<file path="src/rtl/uart_pkg.sv">
// Shared types and default sizing for the buffered Uart8 transmit front-end.
//   txFifoState_t : transmit sequencer states
//   DEPTH_DEF     : default FIFO depth (power of two, >= 2)
//   WIDTH_DEF     : Uart8 byte width
package uart_pkg;

  localparam int unsigned DEPTH_DEF = 16;
  localparam int unsigned WIDTH_DEF = 8;

  typedef enum logic [1:0] {
    IDLE  = 2'd0,
    START = 2'd1,
    SEND  = 2'd2,
    GAP   = 2'd3
  } txFifoState_t;

endpackage

</file>
<file path="src/rtl/byte_fifo.sv">
// Synchronous circular-buffer FIFO with sticky overflow flag.
//   clk, rst        : clock, async active-high reset
//   wrEn, wrData    : push strobe and data
//   rdEn            : pop strobe (ignored when empty)
//   clrErr          : clears overflow (a same-cycle drop wins)
//   rdData_c        : head entry, combinational
//   full, empty     : occupancy flags, registered
//   count           : stored entries, registered
//   overflow        : sticky, set when a push is dropped
module byte_fifo
  import uart_pkg::*;
#(
  parameter int unsigned DEPTH = DEPTH_DEF,
  parameter int unsigned WIDTH = WIDTH_DEF
) (
  input  logic                       clk,
  input  logic                       rst,
  input  logic                       wrEn,
  input  logic [WIDTH-1:0]           wrData,
  input  logic                       rdEn,
  input  logic                       clrErr,
  output logic [WIDTH-1:0]           rdData_c,
  output logic                       full,
  output logic                       empty,
  output logic [$clog2(DEPTH+1)-1:0] count,
  output logic                       overflow
);

  localparam int unsigned PtrW = $clog2(DEPTH);
  localparam int unsigned CntW = $clog2(DEPTH+1);

  logic [WIDTH-1:0] mem [DEPTH];
  logic [PtrW-1:0]  wrPtr;
  logic [PtrW-1:0]  rdPtr;
  logic             push;
  logic             pop;
  logic             drop;
  logic [CntW-1:0]  cntNext;

  // A push into a full FIFO is only accepted when the head leaves the same cycle.
  always_comb begin
    pop     = rdEn & ~empty;
    push    = wrEn & (~full | pop);
    drop    = wrEn & ~push;
    cntNext = count + CntW'(push) - CntW'(pop);
  end

  assign rdData_c = mem[rdPtr];

  // Storage has no reset; only pointers and flags need defined values.
  always_ff @(posedge clk) begin
    if (push) mem[wrPtr] <= wrData;
  end

  always_ff @(posedge clk or posedge rst) begin
    if (rst) begin
      wrPtr    <= '0;
      rdPtr    <= '0;
      count    <= '0;
      full     <= 1'b0;
      empty    <= 1'b1;
      overflow <= 1'b0;
    end else begin
      if (push) wrPtr <= wrPtr + PtrW'(1);
      if (pop)  rdPtr <= rdPtr + PtrW'(1);
      count <= cntNext;
      full  <= (cntNext == CntW'(DEPTH));
      empty <= (cntNext == '0);
      if (drop)        overflow <= 1'b1;
      else if (clrErr) overflow <= 1'b0;
    end
  end

endmodule

</file>
<file path="src/rtl/uart_tx_fifo.sv">
// Buffered transmit front-end for Uart8: queues host bytes and sequences one
// Uart8 frame per byte from txBusy/txDone feedback.
//   clk, rst                 : clock, async active-high reset
//   en                       : block enable, mirrored on txEn
//   wrEn, wrData             : host push port
//   clrErr                   : clears overflow
//   full, empty, count       : FIFO status (count excludes the byte in flight)
//   overflow                 : sticky dropped-push flag
//   busy                     : sequencer not idle
//   txEn, txStart, txIn      : to Uart8
//   txBusy, txDone           : from Uart8
module uart_tx_fifo
  import uart_pkg::*;
#(
  parameter int unsigned DEPTH = DEPTH_DEF,
  parameter int unsigned WIDTH = WIDTH_DEF
) (
  input  logic                       clk,
  input  logic                       rst,
  input  logic                       en,
  input  logic                       wrEn,
  input  logic [WIDTH-1:0]           wrData,
  input  logic                       clrErr,
  output logic                       full,
  output logic                       empty,
  output logic [$clog2(DEPTH+1)-1:0] count,
  output logic                       overflow,
  output logic                       busy,
  output logic                       txEn,
  output logic                       txStart,
  output logic [WIDTH-1:0]           txIn,
  input  logic                       txBusy,
  input  logic                       txDone
);

  txFifoState_t     state;
  txFifoState_t     stateNext;
  logic             popC;
  logic             txDoneQ;
  logic [WIDTH-1:0] headC;

  byte_fifo #(.DEPTH(DEPTH), .WIDTH(WIDTH)) uFifo (
    .clk      (clk),
    .rst      (rst),
    .wrEn     (wrEn),
    .wrData   (wrData),
    .rdEn     (popC),
    .clrErr   (clrErr),
    .rdData_c (headC),
    .full     (full),
    .empty    (empty),
    .count    (count),
    .overflow (overflow)
  );

  // Sequencer next-state; dropping en abandons the frame but keeps the queue.
  always_comb begin
    stateNext = state;
    popC      = 1'b0;
    case (state)
      IDLE: begin
        if (en && !empty) begin
          popC      = 1'b1;
          stateNext = START;
        end
      end
      START: begin
        if (!en)        stateNext = IDLE;
        else if (txBusy) stateNext = SEND;
      end
      SEND: begin
        if (!en)                    stateNext = IDLE;
        else if (txDone && !txDoneQ) stateNext = GAP;
      end
      GAP: begin
        if (!en || !txBusy) stateNext = IDLE;
      end
      default: stateNext = IDLE;
    endcase
  end

  // State and registered outputs; txStart/busy follow the next state so they
  // line up with the state they describe.
  always_ff @(posedge clk or posedge rst) begin
    if (rst) begin
      state   <= IDLE;
      txDoneQ <= 1'b0;
      txEn    <= 1'b0;
      txStart <= 1'b0;
      busy    <= 1'b0;
      txIn    <= '0;
    end else begin
      state   <= stateNext;
      txDoneQ <= txDone;
      txEn    <= en;
      txStart <= (stateNext == START);
      busy    <= (stateNext != IDLE);
      if (popC) txIn <= headC;
    end
  end

endmodule

</file>
<file path="config.mk">
export PLATFORM = sky130hd
export DESIGN_NAME = uart_tx_fifo
export DESIGN_NICKNAME = d
export VERILOG_FILES = /design/src/rtl/uart_pkg.sv /design/src/rtl/byte_fifo.sv /design/src/rtl/uart_tx_fifo.sv
export SDC_FILE = /design/constraint.sdc
export NUM_CORES = 1
export LEC_CHECK = 0
export ABC_AREA = 1
export CAP_MARGIN = 20
export CORE_UTILIZATION = 50
export DETAILED_ROUTE_END_ITERATION = 8
export PLACE_DENSITY = 0.76
export SYNTH_ARGS = -nofsm -noshare
export SYNTH_HDL_FRONTEND = slang
export SYNTH_SLANG_ARGS = --single-unit
</file>
<file path="constraint.sdc">
create_clock -name clk -period 4.8 [get_ports clk]
set_input_delay 0.72 -clock clk [delete_from_list [all_inputs] [get_ports clk]]
set_output_delay 0.72 -clock clk [all_outputs]
set_load 0.05 [all_outputs]
</file>
Word level (Yosys, flattened, before mapping):

Memory sizes are Yosys's and may differ from the RTL's. A register that Yosys moved wholly into a read port is not among the register bits.
Index checks and enable logic that the tools add are counted.

* bits in registers: 22
* RAM bits: 128
* output and inout bits: 19
* memories kept: 1

* add/sub/neg operators: 4
* eq/ne operators: 5
* multiplexer cells: 13
* bitwise gates (word level): 7
* reduce and logical (&&, ||, !) cells: 11

Memories
* uFifo.mem: depth 16, width 8, rd ports 1, clocked after memory_dff 1, write ports 1, line byte_fifo.sv:32 `logic [WIDTH-1:0] mem [DEPTH];`

Operators by type and width (count)
* two-way mux 2 bit: 6
* adder 4 x 1 -> 4 bit, second input constant: 2
* one-hot mux 2 bit (4 select lines): 1
* two-way mux 1 bit: 6
* adder 5 x 1 -> 5 bit: 1
* == test 5 bit, second input constant: 1
* logical NOT 5 bit: 1
* subtractor 5 x 1 -> 5 bit: 1
* == test 2 x 1 -> 1 bit, second input constant: 2
* == test 2 bit, second input constant: 2
* logical NOT 1 bit: 4
* nonzero test 2 bit: 2
* AND 1 bit: 3
* inverter 1 bit: 3
* logical AND 1 bit: 2
* logical NOT 2 bit: 1
* logical OR 1 bit: 1
* bitwise OR 1 bit: 1

Depth between registers and ports, before layout:

* depth after elaboration: 10
* gate-level depth with buffers: 14
* gate-level depth less buffers: 13

Hierarchy:

Synthesis repeated with hierarchy kept, for this count alone.

* cell total of the unflattened synthesis: 686
* area, all modules: 7014.2 um2

By module, submodules not included
* byte_fifo: times used 1, cells an instance 623, area each 6441.2 um2, sequential area each 4245.3 um2
* uart_tx_fifo: times used 1, cells an instance 63, area each 573.0 um2, sequential area each 350.3 um2

Least setup slack after synthesis:

OpenSTA, ideal clock, no wires.

* kind: input port to flip-flop
* start point: input en
* end point: register uFifo.full
* arrival: 2.611 ns
* required time: 4.729 ns
* path slack: 2.118 ns
* stages on the path: 14
* buffers on the path: 1
* cells stage by stage: inv_1 > nor2_1 > nand2_1 > inv_1 > buf_2 > ha_1 > inv_1 > ha_1 > inv_1 > fa_1 > o21ai_0 > xor2_1 > inv_1 > nor2_1

* cells in the longest elaborated chain, start to end: 9

Ends and longest elaborated chain
* start, declared: line uart_tx_fifo.sv:20 `input logic en,`
* logical AND 1 bit (*): line uart_tx_fifo.sv:62 `if (en && !empty) begin`
* two-way mux 1 bit (*): line uart_tx_fifo.sv:62
* two-way mux 1 bit (*): line uart_tx_fifo.sv:60 `case (state)`
* AND 1 bit (*): line byte_fifo.sv:42 `pop = rdEn & ~empty;`
* net uFifo.pop: line byte_fifo.sv:36 `logic pop;`
* bitwise OR 1 bit: line byte_fifo.sv:43 `push = wrEn & (~full | pop);`
* AND 1 bit: line byte_fifo.sv:43
* adder 5 x 1 -> 5 bit: line byte_fifo.sv:45 `cntNext = count + CntW'(push) - CntW'(pop);`
* subtractor 5 x 1 -> 5 bit (*): line byte_fifo.sv:45
* net uFifo.cntNext[4]: line byte_fifo.sv:38 `logic [CntW-1:0] cntNext;`
* == test 5 bit (*): line byte_fifo.sv:67 `full <= (cntNext == CntW'(DEPTH));`
* end signal, assigned: line byte_fifo.sv:67
* end, declared: line byte_fifo.sv:23 `output logic full,`

The timed path passes the listed nets; every way through them passes the cells marked *.
A chain may end at the register's enable or synchronous reset.

Worst setup path after layout:

* start point: input en
* end point: register uFifo.full

* cells in the longest elaborated chain, start to end: 9

Ends and longest elaborated chain (line)
* logical AND 1 bit (*): uart_tx_fifo.sv:62
* two-way mux 1 bit (*): uart_tx_fifo.sv:62
* two-way mux 1 bit (*): uart_tx_fifo.sv:60
* AND 1 bit (*): byte_fifo.sv:42
* bitwise OR 1 bit: byte_fifo.sv:43
* AND 1 bit: byte_fifo.sv:43
* adder 5 x 1 -> 5 bit: byte_fifo.sv:45
* subtractor 5 x 1 -> 5 bit (*): byte_fifo.sv:45
* net uFifo.cntNext[4]: byte_fifo.sv:38
* == test 5 bit (*): byte_fifo.sv:67

Marked as above.

==> results.md <==
- Worst setup SP type: input port
- Clk_skew: 0.004501 ns
- I/O pin total: 34
- Number of global-route vias before repair: 4575
- Synth top area share: 55.72%
- Die height: 119.5 um
- DRT Pass-1 Iters: 6
- Outcome: finished clean
- Total CTS buffers: 17
- Hold Violations, Final: 0
- Cells along the critical path: clkdlybuf4s50_1 -> inv_1 -> nor2_1 -> nand2_1 -> inv_1 -> ha_1 -> inv_1 -> ha_1 -> inv_1 -> fa_1 -> o21ai_0 -> xor2_1 -> inv_1 -> nor2_1
- Via density: 5.165
- Kind of critical path: in2reg
- DR iter-0 viols: 499
- Fillers: 1079
- Crit path required time: 5.16 ns
- Post-Syn Nets: 700
- Mapped Cells: 674
- Critical Path Most Common Cell: inv_1
- Cell Area, Placed: 7315 sq um
- Top_reg_cell synth: edfxtp_1
- Worst Max-Slew Pin Slew: 1.004 ns
- CTS tree: done
- Hold Path End: txIn[6]
- Post-synth ARST share: 18.99%
- CP max-delay cell: clkdlybuf4s50_1
- Delay-heaviest family, CP: buffers and inverters
- Routed Antenna Nets: 0
- RR Startpoint: uFifo.empty
- Postcts setup bufs: 0
- Clk slew on worst S/H paths: 0.06 ns
- Port bufs: 33
- Max-slew violations: 0
- DRC viols: 0
- Period Utilization, post-route: 67.78%
- Max stage delay on crit path: 0.52 ns
- CP bufs+invs: 6
- Clk buf depth: 2
- Flop pwr share: 36.7%
- Grt total ovfl: 0
- Share of cells above drive strength 1: 5.726%
- P_leak: 3.477 nW
- Final net count: 729
- R2r setup slk: 1.93 ns
- Initial cell density of the core: 51.68%
- Combinational power share: 36.3%
- Worst Path Max Fanout: 14
- Initial antenna violation count: 0
- F_max: 307.4 MHz
- Finish-stage setup viols: 0
- Clk pwr share: 27.0%
- Peak VDD IR: 356.5 uV
- Synth Warn #: 0
- FP Rows: 42
- Cts hold-fix bufs: 0
- Register area share after synthesis: 66.62%
- Pint: 3.070 mW
- Hold path depth: 2
- Finished Core Util: 59.42%
- Root buf cell: clkbuf_16
- PD cells: 628.3 nW/um^2
- Final setup TNS: 0 ns
- Critical R2R Capture: uFifo.full
- Clock Latency Late Sink: 0.43 ns
- Worst Hold Class: reg2reg
- Netlist Area Pre-Place: 6898 sq um
- Gr usage total: 21.82%
- Worst slew margin: 33.00%
- Final wirelength: 14320 um
- Synth area leaders: edfxtp_1 (56%), nand2_1 (11%), dfrtp_1 (11%), nand3_1 (7.2%), inv_1 (6.4%)
- Final HPWL DP: 9244 um
- H-tree depth: 4
- Die area: 14270 sq um
- Min-delay src: txIn[6]
- Count of cell types in the netlist: 25
- Sink Count: 158
- Syn avg cell area: 10.23 sq um
- Post-synth EDFFs: 128
- Psw: 1.913 mW
- Drt wl/cell: 16.05 um
- WP data arrival: 3.62 ns
- Largest net degree at the start of global routing: 68
- Final Instance Area: 7931 sq um
- RSZ-0062 raised after global routing: false
- Synthesis-stage register bit count: 158
- Via count: 4607
- Sw Ratio: 38.39%
- Area growth syn-to-layout: 14.98%
- Antenna cell count: 0
- Period minus WS final: 3.253 ns
- Routability Congestion: 0.8784
- Post_cts resized: 0
- First-pass GRT wire length: 23070 um
- Max Cap Viol: 0
- Crit path capture type: flop
- Die W: 119.5 um
- Area leader, netlist: edfxtp_1
- Core footprint: 13350 sq um
- Worst Reg-to-Reg Cells: 12
-- worst max-delay path by stage --
stage,to,cells after the start,start,slack (ns)
floorplan,uFifo.full,14,en,2.12
global placement,uFifo.full,14,en,1.22
detailed placement,uFifo.full,14,en,1.11
CTS,uFifo.full,14,en,1.56
global route,uFifo.full,14,en,1.22
finish,uFifo.full,14,en,1.55
-- cell families (layout without fill, tap and decap cells) --
| family | after synthesis | after routing | share of synthesized area [%] |
|---|---|---|---|
| and+or+nand+nor | 336 | 336 | 20.26 |
| DFF | 158 | 158 | 66.62 |
| buffers and inverters | 149 | 191 | 8.924 |
| adders and majority gates | 11 | 11 | 2.104 |
| xor gates and xnor gates | 11 | 11 | 1.397 |
| AOI/OAI and AO/OA | 9 | 9 | 0.6892 |
-- power by group through the flow --
stage                     clock, mW  combinational (mW)  sequential, mW
after floorplan                   0                1.14            2.02
after global placement            0                1.73            1.85
after detailed placement          0                1.78            1.85
after CTS                      1.36                1.79            1.83
after global routing           1.41                2.01            1.85
final                          1.34                1.81            1.83
-- cells in the mapped netlist (5+ instances only) --
library cell,number
buf_2,15
o21ai_0,5
edfxtp_1,128
ha_1,10
nand2_1,211
nor2_1,21
xor2_1,8
buf_4,8
inv_1,118
nand3_1,99
dfrtp_1,29
-- flip-flops by register name (all words and copies together) (netlist names) --
register and count:
busy 1, state 2, txDoneQ 1, txEn 1
txIn 8, txStart 1, uFifo.count 5, uFifo.empty 1
uFifo.full 1, uFifo.mem 128, uFifo.overflow 1, uFifo.rdPtr 4
uFifo.wrPtr 4
-- worst reg2reg max path: cells and delay by family (launching register included) --
family / cells / cell delay, ns
xor gates and xnor gates: 1 / 0.24
and+or+nand+nor: 3 / 0.46
DFF: 1 / 0.54
buffers and inverters: 4 / 0.46
AOI/OAI and AO/OA: 1 / 0.21
adders and majority gates: 3 / 0.90
-- cells in the final DEF (no fill, tap or decap), types with 4 or more instances in the layout --
cell,instances
ha_1,10
clkinv_2,4
nand2_1,211
o21ai_0,5
dfrtp_1,28
clkbuf_16,17
nor2_1,21
xor2_1,8
nand3_1,99
clkdlybuf4s50_1,33
inv_1,118
edfxtp_1,128
-- through the flow --
stage	worst slack [ns]	power [mW]	hold slack, ns	std cells
finish	1.547	4.983	0.4831	892
floorplan	2.118	3.161	0.5510	674
global placement	1.220	3.580	0.4694	859
detailed placement	1.114	3.633	0.4697	859
CTS	1.561	4.975	0.4861	891
global route	1.219	5.269	0.5069	892
-- final cells by class --
class / count / area [sq um] / area share (%)
clock buffer: 17 / 425.4 / 5.364
clock inverter: 15 / 171.4 / 2.161
inverter: 122 / 457.9 / 5.774
multi-input combinational: 367 / 1687 / 21.27
sequential: 158 / 4597 / 57.96
tap: 176 / 220.2 / 2.776
timing repair buffer: 37 / 372.9 / 4.701
-- per-layer routing --
metal  up-vias  GRT usage (%)  wire [um]
met2       171          34.75       6906
met4         0          11.88        537
met3        46          4.215        885
met5         -              0          0
met1      2186          28.21       5985
li1       2204              -          -
(Power assumes the default switching activity.)
